**config.mk**
```make
export PLATFORM = sky130hd
export DESIGN_NAME = sa_feed_ctrl
export DESIGN_NICKNAME = d
export VERILOG_FILES = /design/src/rtl/sa_feed_ctrl_pkg.sv /design/src/rtl/sa_skew_mux.sv /design/src/rtl/sa_feed_ctrl.sv
export SDC_FILE = /design/constraint.sdc
export NUM_CORES = 2
export LEC_CHECK = 0
export BUFFER_PORTS_ARGS = -buffer_cell sky130_fd_sc_hd__buf_4
export CORE_MARGIN = 1
export CORE_UTILIZATION = 45
export CTS_CLUSTER_SIZE = 28
export DETAILED_ROUTE_END_ITERATION = 7
export PLACE_DENSITY = 0.66
export REMOVE_ABC_BUFFERS = 1
export SLEW_MARGIN = 20
export SYNTH_ARGS = -nofsm -noshare
export SYNTH_HDL_FRONTEND = slang
export SYNTH_HIERARCHICAL = 1
export SYNTH_SLANG_ARGS = --single-unit
```
**constraint.sdc**
```tcl
create_clock -name clk -period 4.6 [get_ports clk]
set_input_delay 0.46 -clock clk [delete_from_list [all_inputs] [get_ports clk]]
set_output_delay 0.46 -clock clk [all_outputs]
set_load 0.01 [all_outputs]
```
**src/rtl/sa_feed_ctrl_pkg.sv**
```systemverilog
// sa_feed_ctrl_pkg: shared types and default sizing for the systolic array feed controller.
package sa_feed_ctrl_pkg;
  localparam int SA_N = 4;
  localparam int SA_DW = 16;
  localparam int SA_DRAIN = SA_N + 1;
  localparam int CNT_W = 8;
  function automatic int feed_cycles(input int n);
    return 2 * n - 1;
  endfunction
  localparam int FEED_CYCLES = feed_cycles(SA_N);
  localparam int IDX_W = $clog2(SA_N * SA_N);
  typedef enum logic [2:0] {IDLE, CLEAR, FEED, DRAIN, CAPTURE, DONE} state_t;
endpackage

```
**src/rtl/sa_skew_mux.sv**
```systemverilog
// sa_skew_mux: diagonal-skewed west/north operand selection for feed step t.
module sa_skew_mux
  import sa_feed_ctrl_pkg::*;
#(
  parameter int N = SA_N,
  parameter int DW = SA_DW
) (
  input  logic [CNT_W-1:0]    i_t,
  input  logic [N*N*DW-1:0]   i_a,
  input  logic [N*N*DW-1:0]   i_b,
  output logic [N*DW-1:0]     o_west,
  output logic [N*DW-1:0]     o_north
);
  always_comb begin
    o_west = '0;
    o_north = '0;
    for (int i = 0; i < N; i++) begin
      int d;
      d = int'(i_t) - i;
      if (d >= 0 && d < N) begin
        o_west[i*DW +: DW] = i_a[(i*N + d)*DW +: DW];
        o_north[i*DW +: DW] = i_b[(d*N + i)*DW +: DW];
      end
    end
  end
endmodule

```
**src/rtl/sa_feed_ctrl.sv**
```systemverilog
// sa_feed_ctrl: operand buffers, feed sequencing and result capture for the NxN systolic array.
module sa_feed_ctrl
  import sa_feed_ctrl_pkg::*;
#(
  parameter int N = SA_N,
  parameter int DW = SA_DW,
  parameter int DRAIN_CYCLES = SA_DRAIN
) (
  input  logic               clk,
  input  logic               rst,
  input  logic               wr_en,
  input  logic               wr_sel,
  input  logic [IDX_W-1:0]   wr_addr,
  input  logic [DW-1:0]      wr_data,
  output logic               wr_err,
  input  logic               start,
  output logic               busy,
  output logic               done,
  output logic               res_valid,
  output logic               array_clr,
  output logic [N*DW-1:0]    west_o,
  output logic [N*DW-1:0]    north_o,
  input  logic [N*N*DW-1:0]  res_in,
  input  logic [IDX_W-1:0]   rd_addr,
  output logic [DW-1:0]      rd_data
);
  localparam int NN = N * N;
  localparam int FC = feed_cycles(N);
  state_t r_state, w_nxt;
  logic [CNT_W-1:0] r_cnt, w_t;
  logic [NN*DW-1:0] r_a, r_b, r_res;
  logic [N*DW-1:0] r_west, r_north, w_west, w_north;
  logic r_res_valid, r_wr_err, w_wr;
  assign w_wr = wr_en && r_state == IDLE && int'(wr_addr) < NN;
  // feed step presented on the edge entering the next FEED cycle
  assign w_t = (r_state == FEED) ? r_cnt + CNT_W'(1) : '0;
  sa_skew_mux #(.N(N), .DW(DW)) u_skew (
    .i_t(w_t),
    .i_a(r_a),
    .i_b(r_b),
    .o_west(w_west),
    .o_north(w_north)
  );
  always_ff @(posedge clk) r_state <= !rst ? IDLE : w_nxt;
  always_comb begin
    w_nxt = r_state;
    case (r_state)
      IDLE:    w_nxt = start ? CLEAR : IDLE;
      CLEAR:   w_nxt = FEED;
      FEED:    w_nxt = (r_cnt == CNT_W'(FC - 1)) ? DRAIN : FEED;
      DRAIN:   w_nxt = (r_cnt == CNT_W'(DRAIN_CYCLES - 1)) ? CAPTURE : DRAIN;
      CAPTURE: w_nxt = DONE;
      default: w_nxt = IDLE;
    endcase
  end
  always_comb begin
    busy = r_state != IDLE;
    done = r_state == DONE;
    array_clr = r_state == CLEAR;
  end
  always_ff @(posedge clk) begin
    if (!rst) begin
      r_cnt <= '0;
      r_a <= '0;
      r_b <= '0;
      r_res <= '0;
      r_west <= '0;
      r_north <= '0;
      r_res_valid <= 1'b0;
      r_wr_err <= 1'b0;
    end else begin
      r_cnt <= (w_nxt != r_state) ? '0 : r_cnt + CNT_W'(1);
      if (w_wr && !wr_sel) r_a[int'(wr_addr)*DW +: DW] <= wr_data;
      if (w_wr && wr_sel) r_b[int'(wr_addr)*DW +: DW] <= wr_data;
      if (r_state == CAPTURE) r_res <= res_in;
      r_west <= (w_nxt == FEED) ? w_west : '0;
      r_north <= (w_nxt == FEED) ? w_north : '0;
      r_res_valid <= (r_state == CAPTURE) || (r_res_valid && !(r_state == IDLE && start));
      r_wr_err <= r_wr_err || (wr_en && r_state != IDLE);
    end
  end
  assign west_o = r_west;
  assign north_o = r_north;
  assign res_valid = r_res_valid;
  assign wr_err = r_wr_err;
  assign rd_data = (int'(rd_addr) < NN) ? r_res[int'(rd_addr)*DW +: DW] : '0;
endmodule
```
Word-level counts from Yosys, hierarchy flattened
Cells that the tools add are included.
{"block": "totals", "output_inout_bits": 149, "register_bits": 909, "latch_bits": 0, "word_cells": 83, "n_memories": 0, "ramBits": 0, "mem_bits_ro": 0}
{"block": "op_classes", "shifts": 11, "div": 0, "n_bitwise": 1, "eq_ne": 9, "n_reduce_logical": 21, "n_mux": 7, "mul": 0, "addsub": 11, "order_cmp": 8}
{"op": "$shiftx 256x32->16", "count": 6}
{"op": "$bwmux 256", "count": 2}
{"op": "$shift 16x33->256 const A", "count": 1}
{"op": "$shiftx 16x33->256", "count": 1}
{"op": "$shiftx 256x13->16", "count": 1}
{"op": "$shiftx 256x15->16", "count": 1}
{"op": "$shiftx 256x9->16", "count": 1}
{"op": "$neg 8->33", "count": 1}
{"op": "$ge 9x1->1 const B", "count": 3}
{"op": "$lt 9x4->1 const B", "count": 3}
{"op": "$add 11x3->12 const B", "count": 2}
{"op": "$add 5x9->10 const A", "count": 2}
{"op": "$sub 8x2->9 const B", "count": 2}
{"op": "$eq 8x3->1 const B", "count": 2}
{"op": "$pmux 3 s5", "count": 1}
{"op": "$add 11x2->12 const B", "count": 1}
{"op": "$reduce_and 3->1", "count": 4}
{"op": "$add 4x9->10 const A", "count": 1}
{"op": "$logic_and 1x1->1", "count": 10}
{"op": "$eq 3x2->1 const B", "count": 3}
{"op": "$sub 8x1->9 const B", "count": 1}
{"op": "$add 8x1->8 const B", "count": 1}
{"op": "$ge 8x1->1 const B", "count": 1}
{"op": "$lt 8x3->1 const B", "count": 1}
{"op": "other kinds (12)", "count": 16}

Logic depth before layout (Yosys ltp)
{"block": "depth", "depth_word": 6, "ltp_mapped": 22}

By module
The synthesis kept the hierarchy.
{"module": "sa_feed_ctrl", "area_per_inst_um2": 34599.4, "cells_per_inst": 3684, "n_inst": 1}
{"module": "sa_skew_mux", "area_per_inst_um2": 9365.2, "cells_per_inst": 703, "n_inst": 1}

Least setup slack after synthesis
Ideal clock, no wire load.
{"block": "synth_timing", "path_type": "reg-to-reg", "from": "register r_state[1]", "to": "register r_west[21], in the netlist west_o[21]", "setup_time_ns": 0.065, "stages_incl_launch_ff": 23, "setup_slack_ns": 0.147, "n_path_buf": 7, "t_arrival_ns": 4.388, "required_time_ns": 4.535, "path_cell_list": "dfxtp_1 -> buf_2 -> nor2b_1 -> nand2b_1 -> clkbuf_1 -> nor2_1 -> clkbuf_1 -> buf_2 -> buf_1 -> inv_1 -> ha_1 -> xnor2_2 -> clkinv_1 -> nor2_1 -> clkbuf_1 -> o211a_1 -> ha_1 -> o31ai_1 -> a31oi_2 -> clkbuf_1 -> o211a_1 -> nand3_1 -> nor2_1"}
{"block": "synth_between", "elab_chain_len": 6}
{"element": "from (decl)", "line": "sa_feed_ctrl.sv:29", "text": "state_t r_state, w_nxt;"}
{"element": "from (signal assigned)", "line": "sa_feed_ctrl.sv:44", "text": "always_ff @(posedge clk) r_state <= !rst ? IDLE : w_nxt;"}
{"element": "$eq 3x2->1 (*)", "line": "sa_feed_ctrl.sv:36", "text": "assign w_t = (r_state == FEED) ? r_cnt + CNT_W'(1) : '0;"}
{"element": "$mux 8 (*)", "line": "sa_feed_ctrl.sv:36"}
{"element": "net w_t[1]", "line": "sa_feed_ctrl.sv:30", "text": "logic [CNT_W-1:0] r_cnt, w_t;"}
{"element": "$sub 8x1->9 (*)", "line": "sa_skew_mux.sv:19", "text": "d = int'(i_t) - i;"}
{"element": "parallel branches: the longest is 3 deep, another holds $add 4x9->10"}
{"element": "to (signal assigned)", "line": "sa_feed_ctrl.sv:76", "text": "r_west <= (w_nxt == FEED) ? w_west : '0;"}
{"element": "to (decl)", "line": "sa_feed_ctrl.sv:32", "text": "logic [N*DW-1:0] r_west, r_north, w_west, w_north;"}
Mark *: on every way through the listed nets, which the timed path passes.
A chain may end at the register's enable or synchronous reset.

Worst setup path after layout
{"block": "layout_timing", "from": "register r_cnt[0]", "to": "register r_west[32], in the netlist west_o[32]"}
{"block": "layout_between", "elab_chain_len": 6}
{"element": "from (decl)", "line": "sa_feed_ctrl.sv:30"}
{"element": "from (signal assigned)", "line": "sa_feed_ctrl.sv:72", "text": "r_cnt <= (w_nxt != r_state) ? '0 : r_cnt + CNT_W'(1);"}
{"element": "$add 8x1->8 (*)", "line": "sa_feed_ctrl.sv:36"}
{"element": "$mux 8 (*)", "line": "sa_feed_ctrl.sv:36"}
{"element": "net w_t[2]", "line": "sa_feed_ctrl.sv:30"}
{"element": "$sub 8x2->9 (*)", "line": "sa_skew_mux.sv:19"}
{"element": "parallel branches: the longest is 3 deep, another holds $add 5x9->10"}
Marks and branches as above.

==> impl_metrics.ini <==
[synth]
synth_top_family_by_area = multiplexers
synth.distinct_cells = 74
synth_area_mm2 = 0.04396
synth_compound_area_share_pct = 4.952
ys_seq_area_share_pct = 41.39
synth_commonest_cells = nand2_1, dfxtp_1, mux2i_1
avgSynthCellArea_um2 = 10.02
ys_top_cells_by_area = dfxtp_1, mux4_2, mux2i_1
yosys.area_share.simple_pct = 17.39
synth_top_area_cell = dfxtp_1
synthAdderAreaFrac_pct = 0.4838
synth_top_area_share_pct = 41.39
synthXorXnorAreaFrac_pct = 0.4667
synth_mux_area_share_pct = 30.97
syn_inst = 4387
ys.flop_type = dfxtp_1
synth_warnings = 6
ys_ff_latch = 909
synth_most_common_cell = nand2_1
synth_edf_count = 0
ys_async_sr_fraction_pct = 0

[sta]
worstMarginPinSlew_ps = 1135
finalSetupTns_ps = 0
rsz0062_at_grt = false
finalHoldViolCount = 0
fin_worst_skew_ps = 33.69
timing.fmax_ghz = 0.2270
drv_slew = 0
period_needed_ps = 4405
setup_viol = 0
slew_headroom_pct = 24.35
min_period_over_period_pct = 95.77

[power_and_ir_drop]
leakage_nw = 20.25
peakVddDrop_mv = 0.2913
p_per_area_mw_per_mm2 = 342.3
power_mw = 17.73

[clocking]
postCtsSetupBuffers = 0
cts_made_buffers = 96
clock-sinks = 909
clockBufferDepth = 3
clkLatencyLatePin_ps = 670
h-tree-depth = 3
cts_tree = done
root_buffer = clkbuf_16
clkTransAtPathRegs_ps = 60

[die]
core_mm2 = 0.09671
die_h_um = 314.6
die_area_mm2 = 0.09895
die_w_um = 314.6
ios = 434
fp-row-count = 114
initial_core_util_pct = 45.46

[min_path]
min_path_type = in -> reg
hold_depth = 3

[drt]
wl_met2_mm = 66.93
highest_layer = met5
drtPass1Iterations = 6
via_count = 35813
met3WireLength_mm = 16.24
drcViolationCount = 0
drt-wirelength-per-cell_um = 24.83
m1WireLength_mm = 59.74
first_iter_violations = 4114
wirelength_mm = 149.6
via_per_inst = 5.942
postRouteAntennaNets = 0

[grt]
grt_start_max_net_pins = 199
grt_usage_pct = 29.37
grt_overflow = 0
grt_first_pass_wirelength_mm = 218.9
grt_pass1_vias = 33937
grt_antenna_before_repair = 25

[final_layout]
fillers = 8593
finish.instance_area_mm2 = 0.05179
seqCellArea_mm2 = 0.01820
layout.nets = 4941
fin_util_pct = 53.55
drive_above_1_share_pct = 24.12
final_cells = 6027
area_growth_syn_to_layout_pct = 17.80
multi_input_area_mm2 = 0.02402

[worst_setup_path]
crit_path_max_fanout = 33
crit_chain = ha_1, xnor2_1, nor2_2, buf_4, or2_2, or4_2, buf_4, inv_1, nand2_1, ha_1, nand3b_1, buf_4, nor2b_1, nand3_1, nor2_1
crit_cells = 15
cp.required_ps = 5140
slowest_delay_ps = 730
crit_buf_inv = 4
r2r_cells = 15
cpLargestDelayFamily = simple AND/OR/NAND/NOR gates
startpoint_type = register
critPathKind = reg -> reg
crit_path_end_kind = register
crit_top_cell = buf_4
arrival_ps = 4950
slowest_stage = nand3b_1

[run]
maxCapViolCount = 0

[placed_design]
placed_cell_area_mm2 = 0.04812
portBuffers = 433
gp_congestion = 0.9392
dpl.hpwl_mm = 98.45
placed_cells = 5808

[run_status]
status = completed
[tightest hold or removal path, delay by kind of cell]
family                 cells  cell delay [ps]
and+or+nand+nor            1               40
buffers and inverters      1              110
AOI/OAI and AO/OA          1               50
[registers in the layout (all words and copies together), names as in the netlist]
register	flops
north_o	64
r_a	256
r_b	256
r_cnt	8
r_res	256
r_state	3
res_valid	1
west_o	64
wr_err	1
[per-layer routing]
layer	GRT usage, %	vias up
li1	-	15959
met1	40.07	17586
met2	44.06	1913
met3	7.003	353
met4	13.36	2
met5	0	-
[per-stage QoR]
step / worst slack (ps) / hold slack [ps]
after floorplan: -27000 / 431.5
after global placement: 373.1 / 439.0
after detailed placement: 328.5 / 443.1
after CTS: 295.2 / 0.4319
after global routing: 29.56 / 17.18
final: 194.6 / 26.49
[cells in the final DEF (no fill, tap or decap), types with 4 or more instances in the layout]
cell type         n
mux4_2          357
clkbuf_8         20
nor2_1          165
dfxtp_1         909
buf_4           511
nand4_1           5
clkinv_2         17
and3_1           31
nor2b_1          82
clkbuf_16        96
mux2i_1         533
a22oi_1          34
bufinv_16        15
o211a_1          11
a221oi_1          6
inv_1            14
nor3_1           13
nand4_4           4
a211oi_1          6
clkbuf_1         15
nand2b_1         17
nand3_4          11
nand3_1         176
nand3_2           6
clkinvlp_4        7
nor3_2            4
mux2_2           19
nand2_1        1185
buf_12           19
diode_2          29
dlygate4sd3_1     9
a21oi_1         273
xnor2_1           6
and2_1           21
ha_1             16
xor2_1            9
clkinv_8          5
o21ai_0          10
[power by group]
part	internal, mW	switching, mW	total [mW]
clock	5.05	3.46	8.51
combinational	0.490	0.840	1.33
sequential	7.88	0.00836	7.89
total	13.4	4.31	17.7
[area by class of cell]
type	count	area share, %
clock buffers	131	5.279
multi-input cells	3073	46.38
repair buffers	541	8.366
inverters	18	0.1546
diodes	29	0.1401
clock inverters	50	1.457
well taps	1276	3.083
flip-flops and latches	909	35.14
[final timing paths]
kind | from | end | slack [ps]
setup / recovery | r_cnt[0]$_SDFF_PP0_ | west_o[32]$_SDFF_PN0_ | 190
hold / removal | res_in[195] | r_res[195]$_SDFFE_PN0P_ | 30
setup reg to reg | r_cnt[0]$_SDFF_PP0_ | west_o[32]$_SDFF_PN0_ | 190
hold reg to reg | r_res[111]$_SDFFE_PN0P_ | r_res[111]$_SDFFE_PN0P_ | 450
[what timing repair did]
item	CTS	global route
hold endpoints to repair	9	0
endpoints found under the setup margin	0	3
hold buffers	9	0
resized for setup	0	1
[cell families after synthesis]
kind of cell | Yosys count
buffers and inverters | 405
AOI/OAI and AO/OA | 369
muxes | 910
xor gates and xnor gates | 20
and+or+nand+nor | 1757
DFF | 909
adders and majority gates | 17
Power figures use the tool's default switching activity.
